## src/rtl/bus_initiator.sv

```systemverilog
// bus_initiator: single-outstanding requester for the valid/ready peripheral
// bus. It takes one command at a time, drives the bus until the responder
// answers or the wait budget runs out, and then returns a response.
module bus_initiator #(
  parameter int ADDR_W  = 4,
  parameter int TIMEOUT = 16
) (
  input  logic              clk,
  input  logic              reset,
  input  logic              cmd_valid,
  output logic              cmd_ready,
  input  logic [ADDR_W-1:0] cmd_addr,
  input  logic [3:0]        cmd_wrstb,
  input  logic [31:0]       cmd_wdata,
  output logic              rsp_valid,
  input  logic              rsp_ready,
  output logic [31:0]       rsp_rdata,
  output logic              rsp_err,
  output logic              valid,
  input  logic              ready,
  output logic [ADDR_W-1:0] addr,
  output logic [3:0]        wrstb,
  output logic [31:0]       wdata,
  input  logic [31:0]       rdata,
  output logic              busy
);

  typedef enum logic [1:0] {IDLE, REQ, RSP} state_t;

  // cnt holds (REQ cycle number - 1), so the last allowed cycle sees TIMEOUT-1
  localparam logic [7:0] CNT_LAST = 8'(TIMEOUT - 1);

  state_t             state, state_d;
  logic [7:0]         cnt, cnt_d;
  logic               cmd_ready_d, rsp_valid_d, rsp_err_d, valid_d, busy_d;
  logic [31:0]        rsp_rdata_d, wdata_d;
  logic [ADDR_W-1:0]  addr_d;
  logic [3:0]         wrstb_d;

  // Register state and every output so nothing combinational reaches a port
  always_ff @(posedge clk or posedge reset) begin
    if (reset) begin
      state     <= IDLE;
      cnt       <= '0;
      cmd_ready <= 1'b0;
      rsp_valid <= 1'b0;
      rsp_rdata <= '0;
      rsp_err   <= 1'b0;
      valid     <= 1'b0;
      addr      <= '0;
      wrstb     <= '0;
      wdata     <= '0;
      busy      <= 1'b0;
    end else begin
      state     <= state_d;
      cnt       <= cnt_d;
      cmd_ready <= cmd_ready_d;
      rsp_valid <= rsp_valid_d;
      rsp_rdata <= rsp_rdata_d;
      rsp_err   <= rsp_err_d;
      valid     <= valid_d;
      addr      <= addr_d;
      wrstb     <= wrstb_d;
      wdata     <= wdata_d;
      busy      <= busy_d;
    end
  end

  // Next-state and next-output decode; everything holds unless a transition fires
  always_comb begin
    state_d     = state;
    cnt_d       = cnt;
    cmd_ready_d = cmd_ready;
    rsp_valid_d = rsp_valid;
    rsp_rdata_d = rsp_rdata;
    rsp_err_d   = rsp_err;
    valid_d     = valid;
    addr_d      = addr;
    wrstb_d     = wrstb;
    wdata_d     = wdata;
    busy_d      = busy;
    case (state)
      IDLE: begin
        // cmd_ready comes up one edge after reset release, then stays up here
        cmd_ready_d = 1'b1;
        if (cmd_valid && cmd_ready) begin
          addr_d      = cmd_addr;
          wrstb_d     = cmd_wrstb;
          wdata_d     = cmd_wdata;
          valid_d     = 1'b1;
          cnt_d       = '0;
          cmd_ready_d = 1'b0;
          busy_d      = 1'b1;
          state_d     = REQ;
        end
      end
      REQ: begin
        // ready in the first REQ cycle may be stale from the previous
        // transaction, so it only counts once cnt has moved off zero.
        // Checking ready before the budget makes ready win a collision.
        if ((cnt != 8'd0) && ready) begin
          valid_d     = 1'b0;
          addr_d      = '0;
          wrstb_d     = '0;
          wdata_d     = '0;
          rsp_rdata_d = (wrstb == 4'd0) ? rdata : 32'd0;
          rsp_err_d   = 1'b0;
          rsp_valid_d = 1'b1;
          state_d     = RSP;
        end else if (cnt == CNT_LAST) begin
          valid_d     = 1'b0;
          addr_d      = '0;
          wrstb_d     = '0;
          wdata_d     = '0;
          rsp_rdata_d = 32'd0;
          rsp_err_d   = 1'b1;
          rsp_valid_d = 1'b1;
          state_d     = RSP;
        end else begin
          cnt_d = cnt + 8'd1;
        end
      end
      RSP: begin
        // Bus stays quiet here; late ready from a timed-out responder is dropped
        if (rsp_ready) begin
          rsp_valid_d = 1'b0;
          rsp_rdata_d = 32'd0;
          rsp_err_d   = 1'b0;
          cmd_ready_d = 1'b1;
          busy_d      = 1'b0;
          state_d     = IDLE;
        end
      end
      default: state_d = IDLE;
    endcase
  end

endmodule

```

## config.mk

```make
export PLATFORM = sky130hd
export DESIGN_NAME = bus_initiator
export DESIGN_NICKNAME = d
export VERILOG_FILES = /design/src/rtl/bus_initiator.sv
export SDC_FILE = /design/constraint.sdc
export NUM_CORES = 1
export LEC_CHECK = 0
export CELL_PAD_IN_SITES_DETAIL_PLACEMENT = 2
export CELL_PAD_IN_SITES_GLOBAL_PLACEMENT = 2
export CORE_AREA = 5 5 134 136
export CTS_CLUSTER_SIZE = 8
export DETAILED_ROUTE_END_ITERATION = 8
export DIE_AREA = 0 0 139 141
export HOLD_SLACK_MARGIN = 0.15
export PLACE_DENSITY_LB_ADDON = 0.2
export SLEW_MARGIN = 20
export SYNTH_ARGS = -nofsm -noshare
export SYNTH_HDL_FRONTEND = slang
export SYNTH_SLANG_ARGS = --single-unit
```

## constraint.sdc

```tcl
create_clock -name clk -period 2.8 [get_ports clk]
set_input_delay 0.56 -clock clk [delete_from_list [all_inputs] [get_ports clk]]
set_output_delay 0.56 -clock clk [all_outputs]
set_load 0.02 [all_outputs]
```

==> results of run 1 <==
[where the power goes]
part	leakage (nW)	internal (mW)	switching, mW
clock network	0.176	0.966	0.528
registers	1.13	1.68	0.276
logic	1.14	1.20	1.60
total	2.45	3.84	2.41
[path summary, 6_finish.rpt]
kind	startpoint	to	slack, ns
setup / recovery	cnt[4]$_DFFE_PP0P_	addr[2]$_DFFE_PP0P_	0.54
hold / removal	valid$_DFFE_PP0P_	valid$_DFFE_PP0P_	0.49
setup reg to reg	cnt[4]$_DFFE_PP0P_	addr[2]$_DFFE_PP0P_	0.54
hold reg to reg	valid$_DFFE_PP0P_	valid$_DFFE_PP0P_	0.49
max in group asynchronous	reset	wdata[22]$_DFFE_PP0P_	1.53
min in group asynchronous	reset	rsp_rdata[4]$_DFFE_PP0P_	0.67
[cell type report]
| cell class | instances | area (um2) |
|---|---|---|
| repair buffers | 163 | 1644 |
| fillers | 1804 | 10940 |
| well taps | 225 | 281.5 |
| multi-input cells | 227 | 1381 |
| clock buffers | 9 | 225.2 |
| clock inverters | 7 | 145.1 |
| inverters | 6 | 26.28 |
| flip-flops and latches | 87 | 2177 |
[cells in the final DEF, fill, tap and decap left out, types with 4 or more instances in the layout]
cell             instances
clkbuf_16                9
inv_1                    5
a32o_1                  27
buf_4                    7
a31oi_1                  9
o21ai_2                 29
dfrtp_1                 87
nand2_1                 98
nand3_1                  5
bufinv_16                4
nand4_1                  5
o21ai_0                 20
clkdlybuf4s50_1        153
nor2_1                   6
[worst max-delay path, stage by stage (launching register included)]
cell and delay (ns):
dfrtp_1 0.45, or4_4 0.61, o41a_4 0.42, o21a_2 0.24, buf_12 0.18, o21ai_0 0.21
[registers in the layout, summed over array words and instances (netlist names)]
signal / cells
valid: 1
addr: 4
rsp_rdata: 32
busy: 1
rsp_err: 1
state: 2
rsp_valid: 1
cnt: 8
cmd_ready: 1
wdata: 32
wrstb: 4
[routing by layer]
layer	share of wire, %	global-route usage (%)	wire [um]
met5	0	0	0
met1	43	17.07	5846
met4	0.79	2.781	106
met3	8.1	5.631	1100
met2	48	23.29	6444
[stage by stage]
stage / std cells / worst slack (ns) / cell area, um2 / util, % / hold WS, ns
detailed placement: 708 / 0.3278 / 5510 / 32.77 / 0.4694
CTS: 724 / 0.5365 / 5881 / 34.97 / 0.4865
finish: 724 / 0.5365 / 5881 / 34.97 / 0.4851
global route: 724 / 0.4454 / 5881 / 34.97 / 0.5177
global placement: 708 / 0.3827 / 5510 / 32.77 / 0.4636
floorplan: 346 / 0.6677 / 3719 / - / 0.4513
[kinds of logic after synthesis]
group           Yosys count
compound gates           98
fa+ha+maj                 2
mux                       1
simple gates            126
flops                    87
buf+inv                  32
==> results.py, run 1 <==
metrics = {
    "die": {
        "start_util_pct": 22.09,
        "die_area_mm2": 0.01960,
        "die_x_um": 139,
        "die_y_um": 141,
        "num_rows": 48,
        "core_mm2": 0.01682,
        "ios": 154,
    },
    "global_routing": {
        "antenna_found_initial": 0,
        "grt_pass1_vias": 3732,
        "grt_max_degree": 48,
        "grt_pass1_wl_um": 21800,
        "track_usage_pct": 13.91,
        "grt_overflow": 0,
    },
    "clock_tree": {
        "insertion_delay_ns": 0.34,
        "cts_tree": "done",
        "root_buffer": "clkbuf_16",
        "h-tree-depth": 3,
        "clkTransAtPathRegs_ns": 0.07,
        "cts.sinks": 87,
        "postCtsSetupRepairBufs": 0,
        "holdBufCountCts": 0,
        "cts_buffers": 9,
        "ctsResizeCount": 0,
        "cts_max_path_buffers": 2,
    },
    "timing": {
        "fin_crit_sh_pct": 80.84,
        "fin_crit_ns": 2.263,
        "rsz0062_at_grt": "no",
        "hold_viol": 0,
        "max_freq_mhz": 441.8,
        "setup_viol": 0,
        "slew_viol_final": 0,
        "fin_setup_tns_ns": 0,
        "slew_headroom_pct": 27.87,
        "finClkSkew_ns": 0.007891,
        "tightest_slew_ns": 1.078,
    },
    "pwr": {
        "power.total_mw": 6.246,
        "cellPowerDensity_mw_per_mm2": 1062,
        "leakage_nw": 2.451,
        "peakVddDrop_mv": 0.3290,
    },
    "finish": {
        "area_growth_pct": 58.30,
        "final_nets": 573,
        "drive_above_1_share_pct": 12.63,
        "diodes": 0,
    },
    "route": {
        "via_count": 3273,
        "first_pass_iters": 4,
        "wl_um": 13500,
        "drtIter0Drc": 153,
        "wl_per_cell_um": 18.64,
        "vias_per_cell": 4.521,
        "ant_nets": 0,
        "post-route-drc-count": 0,
    },
    "yosys": {
        "synth_mux_area_share_pct": 0.2695,
        "yosysMostFrequentCell": "nand2_1",
        "synth_area_per_cell_um2": 10.74,
        "ys.flop_type": "dfrtp_1",
        "yosysWarnings": 0,
        "yosys.area.top_type": "dfrtp_1",
        "async_flop_share_pct": 100.0,
        "yosys.area_share.simple_pct": 14.25,
        "synth_edf_count": 0,
        "synth_cell_types": 32,
        "synth.cell_area_mm2": 0.003715,
        "synth_fp_nets": 425,
        "synth_top_family_by_area": "compound AO/OA/AOI/OAI gates",
        "synth-compound-area-share_pct": 21.62,
        "synth_xor_area_share_pct": 0,
        "synth_top_cell_area_share_pct": 58.61,
        "synth_adder_area_share_pct": 0.6736,
        "synthTopCellsByCount": "nand2_1, dfrtp_1, o21ai_2",
        "syn_inst": 346,
        "ys_ff_latch": 87,
        "ys_seq_area_share_pct": 58.61,
        "synth_area_leaders": "dfrtp_1, nand2_1, a32o_1, o21ai_2, o21ai_0",
    },
    "flow_run": {
        "drv_cap": 0,
    },
    "worst_setup_path": {
        "path_max_fanout": 47,
        "rr_worst_depth": 5,
        "cp.arrival_ns": 2.52,
        "start_kind": "flop",
        "required_ns": 3.05,
        "path_class": "flop to flop",
        "setup.worst_path.end_class": "flop",
    },
    "worst_hold_path": {
        "hold_path_depth": 1,
        "hold_class": "flop to flop",
    },
    "run_status": {
        "status": "finished, final reports clean",
    },
    "placement": {
        "dp_hpwl_um": 9567,
        "place_congestion": 0.7784,
        "io_buffers": 153,
    },
}
No activity file was read; power rests on OpenSTA's default activity.
==> run 2, diff against run 1 <==
- CORE_AREA: 5 5 134 136 -> 5 5 128 130
- DIE_AREA: 0 0 139 141 -> 0 0 133 135
- clock period: 2.8 -> 2.3 ns (I/O delays scaled with it)
==> results.py, run 2 (synthesized netlist as in run 1, its figures left out) <==
metrics = {
    "worst_setup_path": {
        "path_max_fanout": 22,
        "required_ns": 2.55,
        "start_kind": "flop",
        "rr_startpoint": "cnt[5]$_DFFE_PP0P_",
        "critPathLaunch": "cnt[5]$_DFFE_PP0P_",
        "r2r_slack_ns": 0.11,
        "path_class": "flop to flop",
        "r2r-end": "rsp_rdata[30]$_DFFE_PP0P_",
        "cp.arrival_ns": 2.44,
        "rr_worst_depth": 5,
        "setup.worst_path.end_class": "flop",
    },
    "global_routing": {
        "grt_pass1_wl_um": 20850,
        "antenna_found_initial": 1,
        "grt_pass1_vias": 3807,
        "grt_overflow": 0,
        "grt_max_degree": 51,
        "track_usage_pct": 14.64,
    },
    "die": {
        "start_util_pct": 24.71,
        "die_area_mm2": 0.01796,
        "die_y_um": 135,
        "die_x_um": 133,
        "ios": 154,
        "num_rows": 45,
        "core_mm2": 0.01503,
    },
    "clock_tree": {
        "cts.sinks": 87,
        "insertion_delay_ns": 0.34,
        "root_buffer": "clkbuf_16",
        "cts_tree": "done",
        "clkTransAtPathRegs_ns": 0.07,
        "cts_buffers": 9,
        "cts_max_path_buffers": 2,
        "h-tree-depth": 3,
    },
    "pwr": {
        "combPwrFrac_pct": 47.9,
        "leakage_nw": 2.445,
        "cellPowerDensity_mw_per_mm2": 1250,
        "switching_share_pct": 39.98,
        "power_frac_seq_pct": 32.6,
        "p_sw_mw": 2.905,
        "peakVddDrop_mv": 0.4077,
        "p_clk_share_pct": 19.5,
        "power.total_mw": 7.267,
        "internal_power_mw": 4.361,
    },
    "worst_hold_path": {
        "hold_class": "input pin to async pin",
    },
    "timing": {
        "slew_headroom_pct": 32.03,
        "slew_viol_final": 0,
        "fin_crit_ns": 2.190,
        "rsz0062_at_grt": "no",
        "fin_setup_tns_ns": 0,
        "fin_crit_sh_pct": 95.20,
        "hold_viol": 0,
        "layout_setup_ws_ns": 0.1104,
        "setup_viol": 0,
        "max_freq_mhz": 456.7,
        "tightest_slew_ns": 1.016,
        "finClkSkew_ns": 0.01060,
    },
    "finish": {
        "final_common_cell": "clkdlybuf4s50_1",
        "n_fill_cell": 1612,
        "layout_common_cells": "clkdlybuf4s50_1, nand2_1, dfrtp_1",
        "final_nets": 576,
        "area_growth_pct": 56.52,
        "seq_area_mm2": 0.002177,
        "multi_input_area_mm2": 0.001383,
        "largest_registers": "rsp_rdata (32), wdata (32), cnt (8)",
        "drive_above_1_share_pct": 13.15,
        "fin_area_mm2": 0.005814,
    },
    "placement": {
        "post-place-ws_ns": 0.02561,
        "place_area_mm2": 0.005524,
        "place_congestion": 0.7276,
        "dp_hpwl_um": 9412,
        "io_buffers": 153,
    },
    "route": {
        "ant_nets": 0,
        "wl_um": 12970,
        "via_count": 3325,
        "wl_per_cell_um": 18.77,
        "vias_per_cell": 4.812,
        "drtIter0Drc": 128,
        "first_pass_iters": 4,
        "post-route-drc-count": 0,
    },
    "flow_run": {
        "drv_cap": 0,
    },
    "run_status": {
        "status": "finished, final reports clean",
    },
}
run 2: what timing repair did:
action / CTS / global route
endpoints found under the hold margin: 0 / 0
endpoints found under the setup margin: 0 / 6
hold buffers: 0 / 0
resized for setup: 0 / 2
setup buffers: 0 / 0
run 2: how the worst max path moves through the flow:
stage / to / slack (ns)
after floorplan: state[1]$_DFFE_PP0P_ / 0.17
after global placement: rsp_rdata[10]$_DFFE_PP0P_ / 0.02
after detailed placement: rsp_rdata[13]$_DFFE_PP0P_ / 0.03
after CTS: cnt[0]$_DFFE_PP0P_ / 0.03
after global routing: rsp_rdata[30]$_DFFE_PP0P_ / 0.007
final: rsp_rdata[30]$_DFFE_PP0P_ / 0.11
run 2: worst max-delay path, cell delays in order (launching register included):
cell and delay [ns]:
dfrtp_1 0.44, or4_4 0.58, o41a_4 0.42, o21a_2 0.28, buf_12 0.18, o21ai_0 0.19
run 2: cell type report:
| type | instances | share of cell area, % |
|---|---|---|
| flip-flops and latches | 87 | 37.44 |
| inverters | 6 | 0.4519 |
| well taps | 188 | 4.046 |
| diodes | 1 | 0.04304 |
| repair buffers | 166 | 29.31 |
| multi-input cells | 227 | 23.78 |
| clock inverters | 4 | 0.5165 |
| clock buffers | 12 | 4.411 |
run 2: power groups by stage:
stage               clock network [mW]  logic [mW]  registers, mW
floorplan                            0        1.40           2.88
global placement                     0        3.46           2.37
detailed placement                   0        3.55           2.40
CTS                               1.47        3.57           2.38
global route                      1.55        3.77           2.44
finish                            1.42        3.48           2.37
run 2: layer usage:
layer	vias up	track usage, %	wire length [um]
met5	-	0	0
li1	1531	-	-
met3	8	7.452	1313
met1	1672	16.72	5214
met4	0	3.926	76
met2	114	24.29	6365
run 2: per-stage QoR:
stage	std cells	hold slack (ns)	util, %
floorplan	346	0.4513	-
global placement	674	0.4606	36.75
detailed placement	674	0.4670	36.75
CTS	690	0.4649	38.65
global route	691	0.4748	38.68
finish	691	0.4629	38.68
